[config.mk]
export PLATFORM = sky130hd
export DESIGN_NAME = pc_fetch_sequencer
export DESIGN_NICKNAME = d
export VERILOG_FILES = /design/src/rtl/mips_pkg.sv /design/src/rtl/fetch_skid_buf.sv /design/src/rtl/pc_fetch_sequencer.sv
export SDC_FILE = /design/constraint.sdc
export NUM_CORES = 1
export LEC_CHECK = 0
export BUFFER_PORTS_ARGS = -buffer_cell sky130_fd_sc_hd__buf_2
export CORE_MARGIN = 5
export CORE_UTILIZATION = 49
export CTS_CLUSTER_DIAMETER = 120
export DETAILED_ROUTE_END_ITERATION = 7
export PLACE_DENSITY = 0.76
export SYNTH_ARGS = -nofsm -noshare
export SYNTH_HDL_FRONTEND = slang
export SYNTH_HIERARCHICAL = 1
export SYNTH_SLANG_ARGS = --single-unit
[constraint.sdc]
create_clock -name i_clk -period 1.93 [get_ports i_clk]
set_clock_uncertainty 0.1 [all_clocks]
set_input_delay 0.193 -clock i_clk [delete_from_list [all_inputs] [get_ports i_clk]]
set_output_delay 0.193 -clock i_clk [all_outputs]
set_load 0.05 [all_outputs]
[src/rtl/mips_pkg.sv]
// mips_pkg: core-wide constants and types shared by the fetch front end
package mips_pkg;
  localparam logic [31:0] RESET_PC = 32'h0000_0000;
  localparam logic [5:0] OP_J = 6'h2;
  localparam logic [5:0] OP_JAL = 6'h3;
  typedef enum logic {IDLE, RUN} seq_state_e;
  typedef struct packed {
    logic [31:0] inst;
    logic [31:0] pc_plus4;
  } fetch_word_t;
endpackage

[src/rtl/fetch_skid_buf.sv]
// fetch_skid_buf: one-entry {inst, pc_plus4} holding register; flush beats load beats unload
module fetch_skid_buf (
  input  logic        i_clk,
  input  logic        i_reset,
  input  logic        i_load,
  input  logic        i_unload,
  input  logic        i_flush,
  input  logic [31:0] i_inst,
  input  logic [31:0] i_pc_plus4,
  output logic        o_valid,
  output logic [31:0] o_inst,
  output logic [31:0] o_pc_plus4
);
  logic r_valid;
  logic [31:0] r_inst;
  logic [31:0] r_pc_plus4;
  always_ff @(posedge i_clk) begin
    if (!i_reset) begin
      r_valid <= 1'b0;
      r_inst <= '0;
      r_pc_plus4 <= '0;
    end else begin
      r_valid <= i_flush ? 1'b0 : i_load ? 1'b1 : i_unload ? 1'b0 : r_valid;
      if (i_load) begin
        r_inst <= i_inst;
        r_pc_plus4 <= i_pc_plus4;
      end
    end
  end
  assign o_valid = r_valid;
  assign o_inst = r_inst;
  assign o_pc_plus4 = r_pc_plus4;
endmodule

[src/rtl/pc_fetch_sequencer.sv]
// pc_fetch_sequencer: owns the PC, keeps one imem fetch in flight, buffers stalls in a skid entry
// and squashes wrong-path fetches after jump or exception redirects.
module pc_fetch_sequencer #(
  parameter logic [31:0] RESET_PC = mips_pkg::RESET_PC,
  parameter int CNT_W = 16
) (
  input  logic             i_clk,
  input  logic             i_reset,
  output logic             o_imem_req,
  output logic [31:0]      o_imem_addr,
  input  logic             i_imem_ack,
  input  logic [31:0]      i_imem_data,
  output logic             o_inst_valid,
  output logic [31:0]      o_inst,
  output logic [31:0]      o_pc_plus4,
  input  logic             i_stall,
  input  logic             i_pcsrc,
  input  logic [31:0]      i_jmp_addr,
  input  logic             i_resume_req,
  input  logic [31:0]      i_resume_addr,
  output logic [CNT_W-1:0] o_redirect_cnt
);
  import mips_pkg::*;
  seq_state_e r_state;
  seq_state_e w_state_nxt;
  logic r_req;
  logic r_squash;
  logic r_valid;
  logic [31:0] r_addr;
  logic [31:0] r_fetch_pc;
  fetch_word_t r_out;
  logic [CNT_W-1:0] r_cnt;
  logic w_ack;
  logic w_consume;
  logic w_resume;
  logic w_redirect;
  logic w_live;
  logic w_to_out;
  logic w_to_skid;
  logic w_unload;
  logic w_skid_valid;
  logic w_skid_nxt;
  logic [31:0] w_target;
  logic [31:0] w_skid_inst;
  logic [31:0] w_skid_pc4;
  logic w_req_nxt;
  logic w_squash_nxt;
  logic w_valid_nxt;
  logic [31:0] w_addr_nxt;
  logic [31:0] w_fetch_pc_nxt;
  fetch_word_t w_out_nxt;
  logic [CNT_W-1:0] w_cnt_nxt;
  assign w_ack = r_req & i_imem_ack;
  assign w_consume = r_valid & ~i_stall;
  assign w_resume = i_resume_req & (r_state == RUN);
  assign w_redirect = w_resume | (w_consume & i_pcsrc);
  assign w_target = w_resume ? i_resume_addr : i_jmp_addr;
  // A redirect in the ack cycle drops the data directly instead of arming the squash flag
  assign w_live = w_ack & ~r_squash & ~w_redirect;
  assign w_to_out = w_live & (~r_valid | w_consume);
  assign w_to_skid = w_live & ~w_to_out;
  assign w_unload = w_consume & w_skid_valid & ~w_redirect;
  assign w_skid_nxt = ~w_redirect & (w_skid_valid ? ~w_consume : w_to_skid);
  fetch_skid_buf u_skid (
    .i_clk(i_clk),
    .i_reset(i_reset),
    .i_load(w_to_skid),
    .i_unload(w_unload),
    .i_flush(w_redirect),
    .i_inst(i_imem_data),
    .i_pc_plus4(r_fetch_pc + 32'd4),
    .o_valid(w_skid_valid),
    .o_inst(w_skid_inst),
    .o_pc_plus4(w_skid_pc4)
  );
  always_comb begin
    w_state_nxt = RUN;
    w_fetch_pc_nxt = w_redirect ? w_target : w_live ? r_fetch_pc + 32'd4 : r_fetch_pc;
    w_req_nxt = r_req ? ~w_ack : ~w_skid_nxt;
    w_addr_nxt = (~r_req & ~w_skid_nxt) ? w_fetch_pc_nxt : r_addr;
    w_squash_nxt = r_req & ~w_ack & (r_squash | w_redirect);
    w_valid_nxt = ~w_redirect & (w_to_out | w_unload | (r_valid & ~w_consume));
    w_out_nxt = w_to_out ? fetch_word_t'({i_imem_data, r_fetch_pc + 32'd4}) :
                w_unload ? fetch_word_t'({w_skid_inst, w_skid_pc4}) : r_out;
    w_cnt_nxt = (w_redirect & ~(&r_cnt)) ? r_cnt + {{(CNT_W-1){1'b0}}, 1'b1} : r_cnt;
  end
  always_ff @(posedge i_clk) begin
    if (!i_reset) begin
      r_state <= IDLE;
      r_req <= 1'b0;
      r_addr <= RESET_PC;
      r_fetch_pc <= RESET_PC;
      r_squash <= 1'b0;
      r_valid <= 1'b0;
      r_out <= '0;
      r_cnt <= '0;
    end else begin
      r_state <= w_state_nxt;
      r_req <= w_req_nxt;
      r_addr <= w_addr_nxt;
      r_fetch_pc <= w_fetch_pc_nxt;
      r_squash <= w_squash_nxt;
      r_valid <= w_valid_nxt;
      r_out <= w_out_nxt;
      r_cnt <= w_cnt_nxt;
    end
  end
  assign o_imem_req = r_req;
  assign o_imem_addr = r_addr;
  assign o_inst_valid = r_valid;
  assign o_inst = r_out.inst;
  assign o_pc_plus4 = r_out.pc_plus4;
  assign o_redirect_cnt = r_cnt;
endmodule

; ---- Word-level counts from Yosys, hierarchy flattened
; Index checks and enable logic that the tools add are counted.
; W data, S select, Z words.
[word_totals]
reg_bits = 213
latchBits = 0
ramBits = 0
rom_bits = 0
in_bits = 102
out_inout_bits = 114
wordCells = 61
mem_count = 0
[op_classes]
addsub = 2
mul = 0
div = 0
n_lt_le_gt_ge = 0
eq_ne = 0
n_shift = 0
muxes = 10
bitwise_logic = 33
n_reduce_logical = 4
[op_table]
columns = op, n
row1 = $mux W64, 2
row2 = $mux W32, 3
row3 = $add A32 B3 Y32 const B, 1
row4 = $and A1 B1 Y1, 17
row5 = $add A16 B1 Y16 const B, 1
row6 = $reduce_and A16 Y1, 1
row7 = $not A1 Y1, 11
row8 = $mux W1, 5
row9 = $or A1 B1 Y1, 5
row10 = $reduce_bool A2 Y1, 2
row11 = $reduce_or A2 Y1, 1

; ---- Depth between registers and ports, before layout
[depth]
word_depth = 13
ltp_mapped = 10
depth_no_buf = 7

; ---- Cells and area by module
; The synthesis kept the hierarchy.
[modules_own_cells]
columns = module, n_inst, cells_each, area_per_inst_um2, seq_area_each_um2
row1 = pc_fetch_sequencer, 1, 950, 7335.8, 2962.8
row2 = fetch_skid_buf, 1, 210, 2503.7, 1301.2

; ---- Least setup slack after synthesis
; OpenSTA, ideal clock, no wires.
[synth_path]
path_type = register to register
startpoint = reg r_valid, in the netlist o_inst_valid
endpoint = reg, netlist name o_pc_plus4[10]
setup_ps = 91
t_arrival_ps = 2136
required_ps = 1739
slack_ps = -397
stages_incl_launch_ff = 10
path_buffers = 4
synth_period_minus_slack_ps = 2327
path_cell_list = dfxtp_1 and3b_1 buf_2 nor2_1 buf_2 nand3_1 buf_2 buf_1 nand2_1 a311oi_1
[synth_rtl]
columns = item, line
row1 = from (decl), pc_fetch_sequencer.sv:28  ; logic r_valid;
row2 = from (signal assigned), pc_fetch_sequencer.sv:103  ; r_valid <= w_valid_nxt;

; ---- Worst setup path after layout
[layout_path]
startpoint = reg r_fetch_pc[2]
endpoint = reg r_fetch_pc[17]
[layout_via]
elab_chain_len = 3
[layout_rtl]
columns = item, line
row1 = from (decl), pc_fetch_sequencer.sv:30  ; logic [31:0] r_fetch_pc;
row2 = from (signal assigned), pc_fetch_sequencer.sv:101  ; r_fetch_pc <= w_fetch_pc_nxt;
row3 = $add A32 B3 Y32, pc_fetch_sequencer.sv:78  ; w_fetch_pc_nxt = w_redirect ? w_target : w_live ? r_fetch_pc + 32'd4 : r_fetch_pc;
row4 = $mux W32 (2 in a row), pc_fetch_sequencer.sv:78
; No other way between the ends.
; A chain may end at the register's enable or synchronous reset.

==> flow_summary.json <==
{
  "status": "complete, but fails checks",
  "violations": "negative setup slack",
  "slew-limit-headroom_pct": 63.12,
  "report.final.hold_viol_count": 0,
  "layout_commonest_cell": "buf_2",
  "ys_seq_area_share_pct": 43.34,
  "critPathRequiredTime_ns": 2.29,
  "path_clk_slew_ns": 0.06,
  "antenna_found_initial": 2,
  "rsz0062_at_grt": "true",
  "wl_um": 34940,
  "nets": 1606,
  "fmax_ghz": 0.5050,
  "clk_latency_ns": 0.53,
  "grt_overflow": 0,
  "syn_area_per_cell_um2": 8.482,
  "cts.path.max_buffers": 3,
  "most-common-layout-cells": "buf_2 (215), nand2_1 (183), dfxtp_1 (183)",
  "synth_top_area_cell": "dfxtp_1",
  "final_util_pct": 72.98,
  "ys_async_sr_fraction_pct": 0,
  "synth_cells": 1160,
  "final_antenna_net_count": 0,
  "drive_gt1_share_pct": 34.98,
  "area_growth_pct": 45.31,
  "critPathMaxFanout": 6,
  "powerDensity_nw_per_um2": 786.4,
  "viasPerCell": 5.774,
  "dieArea_um2": 23010,
  "final.min_clock_period_ns": 1.980,
  "final-seq-area_um2": 4317,
  "worst_pin_slew_ns": 0.5532,
  "ir_worst_vdd_uv": 606.7,
  "ios": 216,
  "maxSlewViolCount": 0,
  "yosysUniqueCellTypes": 57,
  "fillers": 1321,
  "start_util_pct": 50.23,
  "fp.dieW_um": 151.7,
  "hold_path.class": "in -> reg",
  "yosys_warnings": 6,
  "place_congestion": 0.8983,
  "row_count": 51,
  "grt_start_max_net_pins": 108,
  "port_buffers": 215,
  "wl_per_cell_um": 19.58,
  "grt_pass1_wl_um": 50350,
  "route.detailed.drc": 0,
  "htree_levels": 1,
  "synth-main-ff-cell": "dfxtp_1",
  "drt_first_pass_iters": 5,
  "ys_ff_latch": 213,
  "cts-root-buf": "clkbuf_16",
  "first_global_vias": 9834,
  "num_vias": 10300,
  "cts_buffers": 23,
  "static-leakage-power_nw": 5.922,
  "timing.setup.tns_ns": -0.4078,
  "track_usage_pct": 26.99,
  "synth_edf_count": 0,
  "synthesis.area_um2": 9839,
  "clock_sinks": 213,
  "syn_nets": 1264,
  "cts_tree": "yes",
  "worstSetupStartpointType": "flop",
  "die_h_um": 151.7,
  "cap_violations": 0,
  "fin_ws_ns": -0.05038,
  "fin_crit_sh_pct": 102.6,
  "synth.top_cell.area_share_pct": 43.34,
  "end_kind": "flop",
  "drt_iter0_drc": 898,
  "dp_hpwl_um": 21360,
  "critPathArrivalTime_ns": 2.34,
  "coreArea_um2": 19590,
  "synth_top_cells_by_area": "dfxtp_1 (43%), nand2_1 (7.4%), mux2i_1 (6.5%)",
  "finalSetupViolations": 17,
  "worst-setup-path-type": "reg -> reg",
  "multi_input_area_um2": 5773
}
## power breakdown
group | leakage (nW) | internal (W) | switching, W | total (W)
sequential | 1.75 | 0.00460 | 0.000147 | 0.00474
clock | 0.382 | 0.00271 | 0.00184 | 0.00455
combinational | 3.79 | 0.000696 | 0.00126 | 0.00195
## layout make-up
type	count	area share, %
antenna	1	0.01750
clock buffer	34	4.734
tap	265	2.319
clock inverter	7	0.7176
sequential	213	30.19
multi-input combinational	848	40.38
timing repair buffer	408	21.37
inverter	8	0.2713
## cell usage after synthesis, drive strengths merged, types with 3 or more instances
library cell / count
a21oi: 41
nand2b: 3
clkbuf: 57
a32o: 5
o211a: 3
xnor2: 33
o221ai: 3
buf: 34
nand2: 193
and4: 5
nand4: 18
dfxtp: 213
mux2i: 64
a31o: 3
o211ai: 4
a311oi: 67
o21ai: 32
nor2: 131
xor2: 26
or3: 13
and2: 11
a211oi: 4
nor3: 20
nand3: 46
a31oi: 8
inv: 7
and3: 21
nor4: 9
nor2b: 67
## per-stage QoR
stage / cells / power, W / instance area [µm²] / hold slack (ns) / setup WS (ns)
5_1_grt: 1784 / 0.01159 / 14300 / 0.009053 / -0.2253
3_5_place_dp: 1658 / 0.006497 / 11960 / 0.3467 / -0.1620
2_1_floorplan: 1160 / 0.005888 / 9982 / 0.1207 / -0.006718
3_3_place_gp: 1658 / 0.006471 / 11960 / 0.3391 / -0.1006
6_report: 1784 / 0.01124 / 14300 / 0.006933 / -0.05038
4_1_cts: 1769 / 0.01112 / 13570 / 0.001190 / -0.007645
## registers in the layout, summed over array words and instances (netlist names)
signal,flops
o_imem_addr,32
o_imem_req,1
o_inst,32
o_inst_valid,1
o_pc_plus4,32
o_redirect_cnt,16
r_fetch_pc,32
r_squash,1
r_state,1
u_skid/o_inst,32
u_skid/o_pc_plus4,32
u_skid/o_valid,1
## what timing repair did
action	4_1_cts	5_1_grt
hold endpoints to repair	101	0
gates resized for setup	34	118
cloned	0	5
setup endpoints to repair	83	98
pin swaps	13	77
hold buffers	64	0
setup buffers	6	10
## path summary, 6_finish.rpt
check | slack, ns | to | depth (start not counted) | startpoint
hold / removal | 0.007 | r_fetch_pc[20]$_SDFF_PN0_ | 5 | i_jmp_addr[20]
setup reg to reg | -0.05 | r_fetch_pc[17]$_SDFF_PN0_ | 8 | r_fetch_pc[2]$_SDFF_PN0_
setup / recovery | -0.05 | r_fetch_pc[17]$_SDFF_PN0_ | 8 | r_fetch_pc[2]$_SDFF_PN0_
hold reg to reg | 0.35 | o_pc_plus4[24]$_SDFFE_PN0P_ | 2 | u_skid/o_pc_plus4[24]$_SDFFE_PN0P_
## cells by family after synthesis
kind of cell | Yosys count | synth area share [%]
AND/OR/NAND/NOR | 543 | 26.56
flip-flops | 213 | 43.34
AO/OA/AOI/OAI | 180 | 13.07
buffers and inverters | 99 | 5.010
multiplexers | 64 | 6.511
XOR/XNOR | 59 | 5.252
adder cells (fa/ha/maj) | 2 | 0.2543
## worst max-delay path: stages, from the launching register on
cell and delay (ns):
dfxtp_2 0.35, buf_4 0.14, nand3_4 0.10, nor3_4 0.24, buf_6 0.15, nand4_1 0.11, xor2_1 0.17, o211ai_1 0.37
and2_1 0.18
## metal layers
metal  GRT usage, %  wire [µm]
met1          35.45      14290
met2          44.22      16600
met4          9.793       1191
met3          5.354       2850
met5              0          7
(Power assumes the default switching activity.)
